## config.mk

```make
export PLATFORM = sky130hd
export DESIGN_NAME = fu_inc_arb
export DESIGN_NICKNAME = d
export VERILOG_FILES = /design/src/rtl/fu_inc_arb.sv
export SDC_FILE = /design/constraint.sdc
export NUM_CORES = 1
export LEC_CHECK = 0
export BUFFER_PORTS_ARGS = -buffer_cell sky130_fd_sc_hd__buf_2
export CAP_MARGIN = 10
export CORE_UTILIZATION = 40
export CTS_CLUSTER_SIZE = 24
export DETAILED_ROUTE_END_ITERATION = 8
export PLACE_DENSITY_LB_ADDON = 0.15
export REMOVE_ABC_BUFFERS = 1
export SYNTH_ARGS = -nofsm -noshare
export SYNTH_HDL_FRONTEND = slang
export SYNTH_SLANG_ARGS = --single-unit
export TNS_END_PERCENT = 10
```

## constraint.sdc

```tcl
create_clock -name nclk -period 4.1 [get_ports nclk]
set_input_delay 0.205 -clock nclk [delete_from_list [all_inputs] [get_ports nclk]]
set_output_delay 0.205 -clock nclk [all_outputs]
set_load 0.1 [all_outputs]
```

## src/rtl/fu_inc_arb.sv

```systemverilog
// Two-requester arbitrated 56-bit incrementer: s1 registers operand and byte all-ones flags, s2 holds result.
// Define FU_INC_ARB_RR_EN for round-robin contention handling; otherwise requester A always wins.
module fu_inc_arb (
  input  logic        nclk,
  input  logic        reset_b,
  input  logic        a_req_v,
  input  logic [0:55] a_req_data,
  input  logic [0:3]  a_req_tag,
  output logic        a_req_rdy,
  input  logic        b_req_v,
  input  logic [0:55] b_req_data,
  input  logic [0:3]  b_req_tag,
  output logic        b_req_rdy,
  input  logic        out_take,
  output logic        out_v,
  output logic [0:55] out_data,
  output logic        out_all1,
  output logic [0:3]  out_tag,
  output logic        out_src,
  output logic        busy
);

  logic        s1_v_q, s1_v_d;
  logic [0:55] s1_data_q, s1_data_d;
  logic [0:6]  s1_g1_q, s1_g1_d;
  logic [0:3]  s1_tag_q, s1_tag_d;
  logic        s1_src_q, s1_src_d;

  logic        s2_v_q, s2_v_d;
  logic [0:55] s2_data_q, s2_data_d;
  logic        s2_all1_q, s2_all1_d;
  logic [0:3]  s2_tag_q, s2_tag_d;
  logic        s2_src_q, s2_src_d;

  logic        advance, s1_free, grant_a, grant_b, accept;
  logic [0:55] sel_data;
  logic [3:0][7:0] pfx;

`ifdef FU_INC_ARB_RR_EN
  logic rr_q, rr_d;
  logic contend;

  always_comb begin
    contend = a_req_v & b_req_v;
    grant_b = contend ? rr_q : b_req_v;
    grant_a = a_req_v & ~grant_b;
    rr_d    = rr_q ^ (contend & accept);
  end

  always_ff @(posedge nclk or negedge reset_b) begin
    if (!reset_b) rr_q <= 1'b0;
    else          rr_q <= rr_d;
  end
`else
  always_comb begin
    grant_b = b_req_v & ~a_req_v;
    grant_a = a_req_v;
  end
`endif

  always_comb begin
    advance   = ~s2_v_q | out_take;
    s1_free   = ~s1_v_q | advance;
    a_req_rdy = reset_b & s1_free & grant_a;
    b_req_rdy = reset_b & s1_free & grant_b;
    accept    = a_req_rdy | b_req_rdy;
    sel_data  = grant_b ? b_req_data : a_req_data;
  end

  always_comb begin
    s1_v_d    = s1_v_q;
    s1_data_d = s1_data_q;
    s1_g1_d   = s1_g1_q;
    s1_tag_d  = s1_tag_q;
    s1_src_d  = s1_src_q;
    if (s1_free) begin
      s1_v_d = accept;
      if (accept) begin
        s1_data_d = sel_data;
        s1_tag_d  = grant_b ? b_req_tag : a_req_tag;
        s1_src_d  = grant_b;
        for (int k = 0; k < 7; k++) s1_g1_d[k] = &sel_data[8*k +: 8];
      end
    end
  end

  // Prefix AND indexed from the least significant byte; entry 0 is the constant
  // carry into byte 6. Eight entries need only spans 1, 2 and 4 (span 8 is empty).
  always_comb begin
    pfx = '0;
    pfx[0][0] = 1'b1;
    for (int j = 1; j < 8; j++) pfx[0][j] = s1_g1_q[7-j];
    for (int l = 0; l < 3; l++) begin
      for (int j = 0; j < 8; j++) begin
        if (j >= (1 << l)) pfx[l+1][j] = pfx[l][j] & pfx[l][j-(1 << l)];
        else               pfx[l+1][j] = pfx[l][j];
      end
    end
  end

  always_comb begin
    s2_v_d    = s2_v_q;
    s2_data_d = s2_data_q;
    s2_all1_d = s2_all1_q;
    s2_tag_d  = s2_tag_q;
    s2_src_d  = s2_src_q;
    if (advance) begin
      s2_v_d = s1_v_q;
      if (s1_v_q) begin
        for (int k = 0; k < 7; k++)
          s2_data_d[8*k +: 8] = s1_data_q[8*k +: 8] + {7'd0, pfx[3][6-k]};
        s2_all1_d = pfx[3][7];
        s2_tag_d  = s1_tag_q;
        s2_src_d  = s1_src_q;
      end
    end
  end

  always_ff @(posedge nclk or negedge reset_b) begin
    if (!reset_b) begin
      s1_v_q    <= 1'b0;
      s1_data_q <= '0;
      s1_g1_q   <= '0;
      s1_tag_q  <= '0;
      s1_src_q  <= 1'b0;
      s2_v_q    <= 1'b0;
      s2_data_q <= '0;
      s2_all1_q <= 1'b0;
      s2_tag_q  <= '0;
      s2_src_q  <= 1'b0;
    end else begin
      s1_v_q    <= s1_v_d;
      s1_data_q <= s1_data_d;
      s1_g1_q   <= s1_g1_d;
      s1_tag_q  <= s1_tag_d;
      s1_src_q  <= s1_src_d;
      s2_v_q    <= s2_v_d;
      s2_data_q <= s2_data_d;
      s2_all1_q <= s2_all1_d;
      s2_tag_q  <= s2_tag_d;
      s2_src_q  <= s2_src_d;
    end
  end

  assign out_v    = s2_v_q;
  assign out_data = s2_data_q;
  assign out_all1 = s2_all1_q;
  assign out_tag  = s2_tag_q;
  assign out_src  = s2_src_q;
  assign busy     = s1_v_q | s2_v_q;

endmodule

```

==> summary.md, run 1 <==
| Metric | Value |
|---|---|
| Status | `complete, no violations` |
| Multi-input gate area | `0.00328 mm²` |
| Post-CTS setup buffers | `0` |
| CP endpoint kind | `register` |
| Slowest CP cell | `buf_4` |
| RD Place Congestion | `0.797` |
| Hold Crit Class | `input port to register` |
| Detailed Place HPWL | `13.1 mm` |
| Vias per cell | `5.63` |
| Reg area | `0.00330 mm²` |
| # rows | `47` |
| Final period util | `0.497` |
| Gate Count Post-Synth | `735` |
| Post-route setup TNS | `0 ns` |
| Setup Skew | `~0.0066 ns` |
| Nets | `between 1000 and 1500` |
| Remaining antenna violation count after routing | `0` |
| Top_reg_cell synth | `dfrtp_1` |
| VDD IR max | `0.000320 V` |
| Post-Syn Area | `approximately 0.0069 mm²` |
| Initial antenna violation count | `0` |
| Most common cell after layout, fill and taps aside | `buf_2` |
| Yosys Warn Count | `0` |
| Syn-to-layout area delta | `24.6%` |
| Pwr dens | `roughly 720 mW/mm²` |
| DP Area | `0.00794 mm²` |
| CTS Buf Count | `17` |
| Clk root buf | `clkbuf_16` |
| Seq cells post-synth | `about 130` |
| Part of the Yosys area used for sequential elements | `0.482` |
| Pin slew with the least headroom to its limit | `0.814 ns` |
| Max_slew headroom | `0.458` |
| Vias | `6344` |
| Vias in the first global route | `6145` |
| Critical Path Fanout Max | `47` |
| Die W | `between 100 and 150 µm` |
| CTS Buffer Depth | `2` |
| Fin Hold WS | `roughly 0.044 ns` |
| Fraction of registers with async set/reset | `1.00` |
| Lkg Pwr | `3.56 nW` |
| Top cells by area, synth | `dfrtp_1 (48%), a31oi_1 (12%), nand2_1 (7.6%)` |
| Total gr overflow | `0` |
| Global-route wire length before repair | `roughly 32 mm` |
| I/O pin cnt | `roughly 190` |
| Number of fill cells in the layout | `1580` |
| Share of layout cells above drive strength 1 | `0.305` |
| Post-synth EDFFs | `0` |
| Count of unique library cells instantiated by Yosys | `31` |
| Initial Utilization | `0.412` |
| Startpoint Class | `register` |
| Final setup vio count | `0` |
| RSZ-0062 raised after global routing | `false` |
| Leading area contributor after synthesis | `dfrtp_1` |
| Diode count | `0` |
| CTS H-tree depth | `4` |
| Finished layout cell area | `0.00854 mm²` |
| Port-buffer cells | `190` |
| Drt total wl | `19.4 mm` |
| Fmax | `~0.49 GHz` |
| TritonRoute pass-1 iters | `5` |
| Drt wl/cell | `17.2 µm` |
| CTS tree | `yes` |
| Fin. max-slew vios | `0` |
| Residual DRC | `0` |
| Die Ht | `roughly 130 µm` |
| Hold Violations, Final | `0` |
| Worst EP arrival | `2.33 ns` |
| Worst Setup Path Type | `register to register` |
| Die area | `0.0177 mm²` |
| Post-synth top area share | `0.482` |
| Sink Count | `132` |
| Worst Path Required | `4.40 ns` |
| Syn_area_per_cell | `roughly 9.3 µm²` |
| Buffers & Inverters on Critical Path | `2` |
| Clock-pin slew on the worst setup and hold paths | `approximately 0.060 ns` |
| Clk_lat worst skew | `0.41 ns` |
| Crit path cell chain | `buf_4, and2_2, buf_12, mux2_2` |
| Delay-heaviest family, CP | `buffers and inverters` |
| MaxCap Viol Count | `0` |
| Largest net degree at the start of global routing | `134` |
| Tot GR Track Use | `0.229` |
| Crit-path max cell delay | `about 0.45 ns` |
| Most frequent cells in the layout | `buf_2 (189), nand2_1 (139), a31oi_1 (136), dfrtp_1 (131), a21oi_1 (63)` |
| Tmin final | `2.04 ns` |
| Placeable Area | `0.0166 mm²` |
| Drt initial violations | `392` |
## metal layers
metal / vias to the layer above / wire, µm / global-route usage
met3: 17 / 966 / 0.0475
met2: 185 / 9440 / 0.371
met1: 3076 / 8750 / 0.309
met4: 0 / 265 / 0.0658
met5: - / 0 / 0
li1: 3066 / - / -
## power by group
part / switching, W / total (W) / internal (W)
Clock: 0.000543 / 0.00153 / 0.000983
Sequential: 0.000257 / 0.00190 / 0.00165
Combinational: 0.00222 / 0.00273 / 0.000510
## tightest hold or removal path, stage by stage
cell and delay (ns):
buf_2 0.10, nand2_1 0.04, a31oi_1 0.07
## synth_stat cells, types with 7 or more instances
| cell type | count |
|---|---|
| a21oi_1 | 63 |
| a31oi_1 | 136 |
| a31oi_2 | 20 |
| buf_2 | 15 |
| clkbuf_1 | 44 |
| dfrtp_1 | 132 |
| ha_1 | 13 |
| mux2_2 | 18 |
| nand2_1 | 139 |
| nand3_1 | 21 |
| nand4_1 | 32 |
| o21ai_0 | 18 |
| or3_1 | 31 |
| xnor2_1 | 7 |
| xor2_1 | 14 |
## state kept, by name, indices dropped and copies added (netlist names)
| name | cells |
|---|---|
| out_data | 56 |
| s1_data_q | 56 |
| s1_g1_q | 7 |
| out_tag | 4 |
| s1_tag_q | 4 |
| out_all1 | 1 |
| out_src | 1 |
| out_v | 1 |
| s1_src_q | 1 |
| s1_v_q | 1 |
## cell families after synthesis
logic type	count (synthesis)	share of synthesized area
multiplexers	19	0.0310
adder cells (fa/ha/maj)	13	0.0237
buffers and inverters	64	0.0422
flip-flops	132	0.482
AND/OR/NAND/NOR	245	0.170
AO/OA/AOI/OAI	241	0.224
XOR/XNOR	21	0.0268
## stage by stage
stage	setup slack (ns)	std cells	total power, W	util
after CTS	2.05	1126	0.00622	0.513
after detailed placement	2.06	1093	0.00467	0.477
after floorplan	-0.201	672	0.00407	-
after global routing	1.93	1126	0.00644	0.513
after global placement	2.11	1093	0.00465	0.477
final	2.06	1126	0.00616	0.513
## final timing paths
check | startpoint | to | slack [ns] | cells past startpoint
max | s1_v_q$_DFFE_PN0P_ | out_data[6]$_DFFE_PN0P_ | 2.06 | 4
min | b_req_tag[2] | s1_tag_q[2]$_DFFE_PN0P_ | 0.04 | 3
max reg2reg | s1_v_q$_DFFE_PN0P_ | out_data[6]$_DFFE_PN0P_ | 2.06 | 4
min reg2reg | s1_src_q$_DFFE_PN0P_ | s1_src_q$_DFFE_PN0P_ | 0.50 | 2
max in group asynchronous | reset_b | s1_v_q$_DFFE_PN0P_ | 2.96 | 3
min in group asynchronous | reset_b | s1_data_q[26]$_DFFE_PN0P_ | 0.22 | 2
## layout make-up
class / instances / area share
Clock inverter: 10 / 0.0152
Inverter: 1 / 0.000439
Multi-Input combinational cell: 539 / 0.384
Clock buffer: 22 / 0.0543
Timing Repair Buffer: 202 / 0.127
Tap cell: 220 / 0.0322
Sequential cell: 132 / 0.387
## repair_timing
item                      in CTS  in global routing
resized for setup              0                  0
hold buffers                   1                  0
hold endpoints to repair      18                  0
No activity file was read; power rests on OpenSTA's default activity.
==> run 2, diff against run 1 <==
clock period = 2.1 ns   (was 4.1 ns; I/O delays follow)
==> summary.md, run 2 (same netlist as run 1, synthesis figures left out) <==
| Metric | Value |
|---|---|
| Crit path cell chain | `nand3b_1, buf_12, and3_1, buf_4` |
| Clk root buf | `clkbuf_16` |
| Setup Skew | `0.00427 ns (-0.00230 ns)` |
| Pwr dens | `1230 mW/mm² (+70%)` |
| Global-route wire length before repair | `34.5 mm (+9.3%)` |
| Buffers & Inverters on Critical Path | `2 (unchanged)` |
| Delay-heaviest family, CP | `buffers and inverters` |
| Lkg Pwr | `4.16 nW (+17%)` |
| Worst R2R Path Depth | `5 (+1)` |
| Vias per cell | `5.59 (-0.79%)` |
| Post-Place Setup Slack | `0.148 ns (-1.91 ns)` |
| Slowest CP cell | `dfrtp_1` |
| Worst Path Required | `2.00 ns (-2.40 ns)` |
| RD Place Congestion | `0.828 (+3.9%)` |
| Crit-path max cell delay | `0.43 ns (-0.02 ns)` |
| Fmax | `0.499 GHz` |
| Most frequent cells in the layout | `buf_2 (187), nand2_1 (139), a31oi_1 (136), dfrtp_1 (131), dlygate4sd3_1 (122)` |
| Residual DRC | `0 (unchanged)` |
| Initial Utilization | `0.412 (unchanged)` |
| Clock-pin slew on the worst setup and hold paths | `0.06 ns (about the same)` |
| Util after Layout | `0.597 (+0.0832)` |
| VDD IR max | `0.00100 V (+210%)` |
| Sink Count | `132 (unchanged)` |
| Worst Setup Path Type | `register to primary output` |
| Finished layout cell area | `0.00993 mm² (+16%)` |
| # rows | `47 (unchanged)` |
| Die W | `133 µm (unchanged)` |
| Multi-input gate area | `0.00328 mm² (+0.11%)` |
| Pin slew with the least headroom to its limit | `0.539 ns (-0.275 ns)` |
| R2R Path Start | `out_v$_DFFE_PN0P_` |
| Clk_lat worst skew | `0.42 ns (about the same)` |
| Reg area | `0.00330 mm² (unchanged)` |
| Startpoint Class | `register` |
| Syn-to-layout area delta | `44.8%` |
| TritonRoute pass-1 iters | `5 (unchanged)` |
| Total gr overflow | `0 (unchanged)` |
| Status | `complete, no violations` |
| Share of layout cells above drive strength 1 | `0.279 (-0.0256)` |
| CTS H-tree depth | `4 (unchanged)` |
| Tot GR Track Use | `0.250 (+0.0207)` |
| Number of fill cells in the layout | `1457 (-7.8%)` |
| Drt total wl | `21.4 mm (+10%)` |
| CP endpoint kind | `primary output` |
| Final Worst Setup Slack | `0.0969 ns (-1.97 ns)` |
| Fin. max-slew vios | `0 (unchanged)` |
| Nets | `1170 (+13%)` |
| Fin Hold WS | `0.0888 ns (+0.0450 ns)` |
| Largest net degree at the start of global routing | `108 (-19%)` |
| Worst EP arrival | `1.90 ns (-0.43 ns)` |
| DP Area | `0.00812 mm² (+2.2%)` |
| Max_slew headroom | `0.641 (+0.183)` |
| Critical Path Fanout Max | `59 (+26%)` |
| Die Ht | `133 µm (unchanged)` |
| CTS Buffer Depth | `2 (unchanged)` |
| Remaining antenna violation count after routing | `0 (unchanged)` |
| Port-buffer cells | `190 (unchanged)` |
| Stages on worst setup path | `4 (unchanged)` |
| Drt wl/cell | `16.9 µm (-1.9%)` |
| CTS Buf Count | `17 (unchanged)` |
| Vias in the first global route | `6903 (+12%)` |
| Vias | `7065 (+11%)` |
| RSZ-0062 raised after global routing | `true` |
| Most common cell after layout, fill and taps aside | `buf_2` |
| Final setup vio count | `0 (unchanged)` |
| Die area | `0.0177 mm² (unchanged)` |
| Initial antenna violation count | `0 (unchanged)` |
| MaxCap Viol Count | `0 (unchanged)` |
| Final period util | `0.954` |
| CTS tree | `yes` |
| Detailed Place HPWL | `13.8 mm (+5.2%)` |
| Hold Violations, Final | `0 (unchanged)` |
| Drt initial violations | `454 (+16%)` |
| Placeable Area | `0.0166 mm² (unchanged)` |
| Tmin final | `roughly 2.0 ns` |
| Reg-to-Reg End | `s1_data_q[50]$_DFFE_PN0P_` |
| Hold Crit Class | `input port to asynchronous set/reset pin` |
| Setup slack, reg-to-reg | `0.14 ns (-1.92 ns)` |
| I/O pin cnt | `191 (unchanged)` |
| Post-route setup TNS | `0 ns (unchanged)` |
[run 2: cell types whose count changed in the layout (fill, tap and decap cells not counted), sizes merged]
cell and delta:
bufinv -2, clkbuf +3, clkinvlp -2, dlygate4sd3 +121
clkinv -1, diode +1, buf +18
[run 2: report_power, final]
| part | internal [W] | switching (W) |
|---|---|---|
| Combinational | 0.00127 | 0.00442 |
| Clock | 0.00173 | 0.00107 |
| Sequential | 0.00321 | 0.000492 |
[run 2: metrics by stage]
step,power [W],instances
after floorplan,0.00794,672
after global placement,0.00914,1108
after detailed placement,0.00918,1108
after CTS,0.0122,1260
after global routing,0.0127,1263
final,0.0122,1264
[run 2: area by class of cell]
type                       count  area share
sequential                   132       0.333
multi-input combinational    539       0.331
timing repair buffer         341       0.253
clock buffer                  25      0.0499
tap                          220      0.0277
clock inverter                 5     0.00504
inverter                       1    0.000378
antenna                        1    0.000252
[run 2: how the worst max path moves through the flow]
stage,slack (ns),startpoint,endpoint
2_1_floorplan,-2.20,out_v$_DFFE_PN0P_,s1_data_q[10]$_DFFE_PN0P_
3_3_place_gp,0.22,s1_g1_q[4]$_DFFE_PN0P_,out_data[1]$_DFFE_PN0P_
3_5_place_dp,0.15,s1_g1_q[5]$_DFFE_PN0P_,out_data[1]$_DFFE_PN0P_
4_1_cts,0.01,out_v$_DFFE_PN0P_,s1_data_q[45]$_DFFE_PN0P_
5_1_grt,-0.007,out_v$_DFFE_PN0P_,a_req_rdy
6_report,0.1,out_v$_DFFE_PN0P_,a_req_rdy
[run 2: metal layers]
layer / global-route usage / wire length, µm
met1: 0.309 / 9120
met3: 0.0444 / 1080
met4: 0.0977 / 485
met2: 0.431 / 10700
met5: 0 / 0
[run 2: timing repair]
action,in CTS,in global routing
pin swaps,0,1
resized for setup,2,1
setup buffers,0,3
hold buffers,122,0
hold endpoints to repair,193,0
setup endpoints to repair,2,14
==> run 3, diff against run 2 <==
REMOVE_ABC_BUFFERS = not set   (was 1)
clock period = 2.5 ns   (was 2.1 ns; I/O delays follow)
==> summary.md, run 3 (same netlist as run 1, synthesis figures left out) <==
| Metric | Value |
|---|---|
| Util after Layout | `0.587 (-0.00977)` |
| Fin. max-slew vios | `0 (unchanged)` |
| Vias per cell | `5.52 (-1.2%)` |
| Number of cells on the worst hold path | `3` |
| Diode count | `0 (-1)` |
| Drt initial violations | `365 (-20%)` |
| Gate power share | `0.463 (-0.004)` |
| Post-CTS Hold Fix Bufs | `115 (-5.7%)` |
| Placeable Area | `0.0166 mm² (unchanged)` |
| Die area | `0.0177 mm² (unchanged)` |
| Hold Violations, Final | `0 (unchanged)` |
| Die Ht | `133 µm (unchanged)` |
| Hold_sp | `b_req_data[27]` |
| Most common cell after layout, fill and taps aside | `buf_2` |
| Die W | `133 µm (unchanged)` |
| Most frequent cells in the layout | `buf_2 (189), nand2_1 (139), a31oi_1 (136), dfrtp_1 (131), dlygate4sd3_1 (115)` |
| Largest net degree at the start of global routing | `99 (-8.3%)` |
| Post-CTS sizing | `0 (-2)` |
| VDD IR max | `0.000598 V (-40%)` |
| Pwr dens | `1060 mW/mm² (-13%)` |
| Syn Nets | `around 870` |
| Post-route setup TNS | `0 ns (unchanged)` |
| # rows | `47 (unchanged)` |
| Initial antenna violation count | `0 (unchanged)` |
| Drt total wl | `21.1 mm (-1.4%)` |
| Initial Utilization | `0.412 (unchanged)` |
| Vias | `6885 (-2.5%)` |
| R2R Path Start | `out_v$_DFFE_PN0P_` |
| Tot GR Track Use | `0.248 (-0.00129)` |
| Clk_lat worst skew | `0.42 ns (about the same)` |
| Reg area | `0.00330 mm² (unchanged)` |
| Vias in the first global route | `6927 (+0.35%)` |
| CTS tree | `yes` |
| Sw Share | `0.488 (-0.00256)` |
| Fmax | `0.438 GHz` |
| CP endpoint kind | `register` |
| Worst EP arrival | `2.58 ns (+0.68 ns)` |
| CP Launch Point | `b_req_v` |
| Share of layout cells above drive strength 1 | `0.275 (-0.00442)` |
| Detailed Place HPWL | `13.3 mm (-3.7%)` |
| Switching power total | `0.00507 W (-15%)` |
| Post-CTS setup buffers | `0 (unchanged)` |
| Clock power frac | `0.233 (+0.003)` |
| Drt wl/cell | `16.9 µm (about the same)` |
| Setup Skew | `0.00608 ns (+0.00181 ns)` |
| Pint | `0.00532 W (-14%)` |
| Worst R2R Path Depth | `6 (+1)` |
| Hold Crit Class | `input port to register` |
| Tmin final | `between 2 and 2.5 ns` |
| Residual DRC | `0 (unchanged)` |
| Max_slew headroom | `0.651 (+0.0103)` |
| Global-route wire length before repair | `34.4 mm (-0.38%)` |
| Status | `complete, no violations` |
| Multi-input gate area | `0.00328 mm² (-0.11%)` |
| Pin slew with the least headroom to its limit | `0.523 ns (-0.0154 ns)` |
| Syn-to-layout area delta | `42.4%` |
| Critical Path Fanout Max | `35 (-41%)` |
| Remaining antenna violation count after routing | `0 (unchanged)` |
| Pwr Total | `0.0104 W (-15%)` |
| I/O pin cnt | `191 (unchanged)` |
| CTS Buffer Depth | `2 (unchanged)` |
| Final setup vio count | `0 (unchanged)` |
| Worst Path Required | `2.80 ns (+0.80 ns)` |
| Final period util | `0.913` |
| MaxCap Viol Count | `0 (unchanged)` |
| CTS Buf Count | `17 (unchanged)` |
| Number of fill cells in the layout | `1504 (+3.2%)` |
| Startpoint Class | `input port` |
| Worst Setup Path Type | `input port to register` |
| Sink Count | `132 (unchanged)` |
| TritonRoute pass-1 iters | `4 (-1)` |
| Cell Count, Final, Fillers Out | `1247 (-1.3%)` |
| RSZ-0062 raised after global routing | `false` |
| Total gr overflow | `0 (unchanged)` |
| Port-buffer cells | `190 (unchanged)` |
| Nets | `1152 (-1.5%)` |
| Register share of total power | `0.304 (about the same)` |
| Lkg Pwr | `4.05 nW (-2.6%)` |
| Clock-pin slew on the worst setup and hold paths | `0.06 ns (about the same)` |
| CTS H-tree depth | `4 (unchanged)` |
| DP Cell Count | `1100 (-0.72%)` |
| RD Place Congestion | `0.820 (-0.92%)` |
| Clk root buf | `clkbuf_16` |
[run 3: cell count changes in the layout (fill, tap and decap cells not counted), sizes merged]
cell | previous run | this run
buf | 219 | 208
dlygate4sd3 | 122 | 115
clkbuf | 25 | 23
clkinvlp | 0 | 2
bufinv | 1 | 2
clkinv | 4 | 5
diode | 1 | 0
[run 3: per-stage QoR]
| stage | instance area (µm²) | setup WS (ns) | hold slack (ns) |
|---|---|---|---|
| global route | 9770 | 0.0659 | 0.0149 |
| finish | 9770 | 0.217 | 0.0209 |
| CTS | 9770 | 0.245 | 0.00181 |
| global placement | 8040 | 0.496 | -0.0543 |
| detailed placement | 8040 | 0.452 | -0.0542 |
| floorplan | 6860 | 0.133 | -0.171 |
[run 3: power groups by stage]
stage,Clock (W),Sequential (W),Combinational [W]
floorplan,0,0.00573,0.00100
global placement,0,0.00318,0.00451
detailed placement,0,0.00317,0.00453
CTS,0.00248,0.00315,0.00482
global route,0.00257,0.00323,0.00505
finish,0.00242,0.00315,0.00482
[run 3: critical path: stages]
cell and delay (ns):
dlygate4sd3_1 0.51, buf_2 0.13, or2_2 0.36, and3_2 0.29, buf_4 0.41, a31oi_2 0.15
dlygate4sd3_1 0.59
[run 3: path summary, 6_finish.rpt]
path / slack [ns] / endpoint
setup / recovery: 0.22 / s1_data_q[6]$_DFFE_PN0P_
hold / removal: 0.02 / s1_data_q[27]$_DFFE_PN0P_
setup reg to reg: 0.28 / s1_data_q[20]$_DFFE_PN0P_
hold reg to reg: 0.50 / s1_src_q$_DFFE_PN0P_
max in group asynchronous: 1.73 / s1_data_q[30]$_DFFE_PN0P_
min in group asynchronous: 0.08 / out_tag[3]$_DFFE_PN0P_
[run 3: area by class of cell]
cell class,count,share of cell area
multi-input cells,539,0.336
clock inverters,9,0.0106
well taps,220,0.0282
flip-flops and latches,132,0.338
repair buffers,323,0.239
clock buffers,23,0.0479
inverters,1,0.000384
[run 3: metal layers]
metal / global-route usage / vias to the layer above / share of wire
met5: 0 / - / 0
met4: 0.105 / 0 / 0.021
met3: 0.0483 / 30 / 0.046
met2: 0.419 / 208 / 0.49
met1: 0.309 / 3332 / 0.44
li1: - / 3315 / -
